==> src/rtl/encoder_4to2_stream_pkg.sv <==
// encoder_pkg: shared types and the one-hot encode rule for the 4-to-2 stream encoder
package encoder_pkg;

   typedef logic [3:0] onehot_t;
   typedef logic [1:0] enc_code_t;

   typedef struct packed {
      enc_code_t code;
      logic      err;
   } enc_entry_t;

   typedef enum logic [1:0] {EMPTY, ONE, FULL} occ_state_t;

   // Highest set bit wins; err flags anything that is not exactly one bit set
   function automatic enc_entry_t encode_onehot(input onehot_t w);
      enc_entry_t e;
      e.code = w[3] ? 2'd3 : w[2] ? 2'd2 : w[1] ? 2'd1 : 2'd0;
      e.err  = (w == 4'd0) || ((w & (w - 4'd1)) != 4'd0);
      return e;
   endfunction

endpackage

==> src/rtl/enc_pipe_fifo.sv <==
// enc_pipe_fifo: 2-entry FIFO of encoded entries driven by an EMPTY/ONE/FULL occupancy FSM
module enc_pipe_fifo
   import encoder_pkg::*;
(
   input  logic       clk,
   input  logic       rst_n,
   input  logic       push_i,
   input  enc_entry_t data_i,
   input  logic       out_ready_i,
   output logic       valid_o,
   output logic       ready_o,
   output enc_entry_t data_o
);

   occ_state_t state_q, state_d;
   enc_entry_t head_q, head_d;
   enc_entry_t tail_q, tail_d;
   logic       pop;

   assign valid_o = (state_q != EMPTY);
   assign ready_o = (state_q != FULL);
   assign pop     = valid_o && out_ready_i;
   assign data_o  = head_q;

   // State and storage registers; reset empties the buffer and clears both slots
   always_ff @(posedge clk or negedge rst_n) begin
      if (!rst_n) begin
         state_q <= EMPTY;
         head_q  <= '0;
         tail_q  <= '0;
      end else begin
         state_q <= state_d;
         head_q  <= head_d;
         tail_q  <= tail_d;
      end
   end

   // Occupancy transitions; a push+pop at ONE replaces the head in place
   always_comb begin
      state_d = state_q;
      head_d  = head_q;
      tail_d  = tail_q;
      case (state_q)
         EMPTY: begin
            if (push_i) begin
               state_d = ONE;
               head_d  = data_i;
            end
         end
         ONE: begin
            if (push_i && pop) begin
               head_d = data_i;
            end else if (push_i) begin
               state_d = FULL;
               tail_d  = data_i;
            end else if (pop) begin
               state_d = EMPTY;
            end
         end
         FULL: begin
            if (pop) begin
               state_d = ONE;
               head_d  = tail_q;
            end
         end
         default: state_d = EMPTY;
      endcase
   end

endmodule

==> src/rtl/encoder_4to2_stream.sv <==
// encoder_4to2_stream: handshaked 4-to-2 priority encoder with error flag and saturating error count
module encoder_4to2_stream
   import encoder_pkg::*;
#(
   parameter int CNT_W = 8
) (
   input  logic             clk,
   input  logic             rst_n,
   input  logic             in_valid,
   output logic             in_ready,
   input  logic [3:0]       en_in,
   output logic             out_valid,
   input  logic             out_ready,
   output logic [1:0]       en_out,
   output logic             out_err,
   output logic [CNT_W-1:0] err_cnt
);

   enc_entry_t       din;
   enc_entry_t       head;
   logic             push;
   logic [CNT_W-1:0] cnt_q, cnt_d;

   assign din     = encode_onehot(en_in);
   assign push    = in_valid && in_ready;
   assign en_out  = head.code;
   assign out_err = head.err;
   assign err_cnt = cnt_q;

   enc_pipe_fifo u_fifo (
      .clk         (clk),
      .rst_n       (rst_n),
      .push_i      (push),
      .data_i      (din),
      .out_ready_i (out_ready),
      .valid_o     (out_valid),
      .ready_o     (in_ready),
      .data_o      (head)
   );

   // Error counter next state: count erroneous pushes, hold at all-ones
   always_comb begin
      cnt_d = (push && din.err && (cnt_q != '1)) ? cnt_q + CNT_W'(1) : cnt_q;
   end

   // Error counter register
   always_ff @(posedge clk or negedge rst_n) begin
      if (!rst_n) cnt_q <= '0;
      else        cnt_q <= cnt_d;
   end

endmodule

==> config.mk <==
export PLATFORM = sky130hd
export DESIGN_NAME = encoder_4to2_stream
export DESIGN_NICKNAME = d
export VERILOG_FILES = /design/src/rtl/encoder_4to2_stream_pkg.sv /design/src/rtl/enc_pipe_fifo.sv /design/src/rtl/encoder_4to2_stream.sv
export SDC_FILE = /design/constraint.sdc
export NUM_CORES = 1
export LEC_CHECK = 0
export BUFFER_PORTS_ARGS = -buffer_cell sky130_fd_sc_hd__buf_2
export CORE_ASPECT_RATIO = 0.75
export CORE_MARGIN = 5
export CORE_UTILIZATION = 39
export DETAILED_ROUTE_END_ITERATION = 8
export MAX_ROUTING_LAYER = met4
export PLACE_DENSITY = 0.73
export SYNTH_ARGS = -nofsm -noshare
export SYNTH_HDL_FRONTEND = slang
export SYNTH_SLANG_ARGS = --single-unit
==> constraint.sdc <==
create_clock -name clk -period 4.9 [get_ports clk]
set_input_delay 0.245 -clock clk [delete_from_list [all_inputs] [get_ports clk]]
set_output_delay 0.245 -clock clk [all_outputs]
set_load 0.02 [all_outputs]
==> flow_summary.yaml <==
clock_tree:
  clkTransAtPathRegs_ns: 0.10
  cts_made_buffers: 3
  cts_root_buf: "clkbuf_4"
  clock_latency_ns: 0.28
  clock_sinks: 16
  post_cts_buffers: 0
  cts_tree: "done"
  cts_max_level: 1
  cts_buffer_depth: 2
placed_design:
  place_inst: 119
  place.gp.congestion: 0.788
  dpl.hpwl_um: 1230
  portBuffers: 20
grt:
  antenna_found_initial: 0
  grt_max_degree: 17
  grt_pass1_vias: 626
  grt_pass1_wl_um: 2790
  grt.overflow.total: 0
  grt_usage_pct: 11.4
routing:
  drt-wirelength-per-cell_um: 13.0
  finalWirelength_um: 1610
  vias_per_cell: 5.07
  ant_nets: 0
  drc: 0
  vias: 629
  drtPass1Iterations: 4
  drt_iter0_markers: 18
yosys:
  synthCells: 76
  synth_top_cell_by_area: "dfrtp_1"
  synth.distinct_cells: 27
  synth-edff-count: 0
  syn_area_per_cell_um2: 10.7
  synthFlopType: "dfrtp_1"
  synthTopCellsByCount: "16 x dfrtp_1, 9 x a21oi_1, 8 x nand2_1, 7 x nor2_1, 7 x xnor2_1"
  synth_area_um2: 816
  ys_ff_latch: 16
  ys.warnings.count: 0
  synth-async-reset-ratio_pct: 100
  ys_top_cells_by_area: "dfrtp_1 49%, xnor2_1 7.5%, a21oi_1 5.5%, mux2_2 4.1%, nand2_1 3.7%"
  seq_area_frac_synth_pct: 49.1
  syn_nets: 85
  synth.most_common_cell: "dfrtp_1"
  synth_top_area_share_pct: 49.1
sta:
  whs_ns: 0.171
  finalHoldViolations: 0
  fin_crit_sh_pct: 39.9
  worst_slew_pin_slew_ns: 0.660
  period_needed_ns: 1.95
  fmax_mhz: 512
  tns_ns: 0
  rsz0062_at_grt: "no"
  setup_viol: 0
  maxSlewViolCount: 0
  slew_headroom_pct: 55.4
  skew_ns: 0.00563
setup_path:
  reg2reg_from: "u_fifo.state_q[1]"
  rr_worst_depth: 5
  cp-end-kind: "flip-flop"
  r2r_slack_ns: 2.95
  crit_path_max_fanout: 8
  r2r-end: "err_cnt[6]"
  cp.arrival_ns: 2.14
  crit_required_ns: 5.08
  path_class: "reg -> reg"
  start_kind: "flip-flop"
min_path:
  hp-start: "out_ready"
  min_path_type: "in -> reg"
  min_to: "u_fifo.state_q[1]"
  hold-path-cell-count: 2
run:
  drv_cap: 0
final_layout:
  area_growth_pct: 20.2
  utilization_pct: 49.1
  antennaDiodeCount: 0
  final_cells: 124
  drive_gt1_share_pct: 30.0
  fin_nets: 110
die:
  start_util_pct: 40.9
  dieArea_mm2: 0.00312
  die_h_um: 49.6
  core.rowCount: 14
  core-area_mm2: 0.00200
  die_x_um: 62.8
  boundaryPins: 21
power_and_ir_drop:
  peakVddDrop_mv: 0.303
  leakage_nw: 0.453
  powerDensity_mw_per_mm2: 487
outcome:
  status: "finished, final reports clean"
## what timing repair did
action,CTS,global route
resized for setup,0,0
hold buffers,1,0
endpoints found under the hold margin,16,0
## placed cells by master (no fill, tap or decap), types with 2 or more instances in the layout
master     n
dfrtp_1   16
nor3_1     2
xnor2_1    7
nor2_1     7
clkbuf_4   3
nand2_1    8
or2b_1     3
and3_1     2
nand4_1    2
a21oi_1    9
mux2_2     3
buf_2     20
## registers in the layout (all words and copies together) (netlist names)
| signal | flops |
|---|---|
| err_cnt | 8 |
| u_fifo.state_q | 2 |
| u_fifo.tail_q | 3 |
| u_fifo.data_o | 3 |
## through the flow
stage | instance area [um2] | power (mW) | setup slack (ns)
after detailed placement | 935 | 0.394 | 2.96
after CTS | 981 | 0.484 | 2.94
after global routing | 981 | 0.511 | 2.84
after global placement | 935 | 0.386 | 3.02
final | 981 | 0.478 | 2.95
after floorplan | 816 | 0.331 | 3.00
## final cells by class
| class | count | area [um2] |
|---|---|---|
| Clock buffer | 4 | 36.3 |
| Inverter | 1 | 3.75 |
| Fill cell | 218 | 1020 |
| Tap cell | 24 | 30.0 |
| Timing Repair Buffer | 21 | 110 |
| Sequential cell | 16 | 400 |
| Multi-Input combinational cell | 58 | 400 |
## worst max path at each step
stage                           start          to  slack [ns]  cells past startpoint
floorplan                  err_cnt[0]  err_cnt[6]        3.00                      6
global placement    u_fifo.state_q[1]  err_cnt[6]        3.02                      5
detailed placement  u_fifo.state_q[1]  err_cnt[6]        2.96                      5
CTS                 u_fifo.state_q[1]  err_cnt[6]        2.94                      5
global route        u_fifo.state_q[1]  err_cnt[6]        2.84                      5
finish              u_fifo.state_q[1]  err_cnt[6]        2.95                      5
## power breakdown
group | leakage [nW] | internal (mW) | switching (mW)
Clock | 0.0210 | 0.0452 | 0.0418
Combinational | 0.243 | 0.0724 | 0.101
Sequential | 0.189 | 0.175 | 0.0422
Total | 0.453 | 0.293 | 0.185
## critical path: stages, from the launching register on
cell and delay [ns]:
dfrtp_1 0.44, or2b_1 0.36, o311ai_4 0.16, nor4_4 0.36, or3b_1 0.41, xnor2_1 0.13
## cell families after synthesis
family	Yosys count	share of synthesized area (%)
and+or+nand+nor	33	23.5
xor gates and xnor gates	8	8.59
buffers and inverters	2	1.84
AOI/OAI and AO/OA	12	10.1
adders and majority gates	1	1.53
muxes	4	5.37
DFF	16	49.1
## metal layers
| layer | track usage [%] | routed length (um) |
|---|---|---|
| met1 | 13.4 | 726 |
| met2 | 17.9 | 750 |
| met3 | 5.00 | 119 |
| met4 | 3.18 | 14 |
| met5 | - | 0 |
No activity file was read; power rests on OpenSTA's default activity.
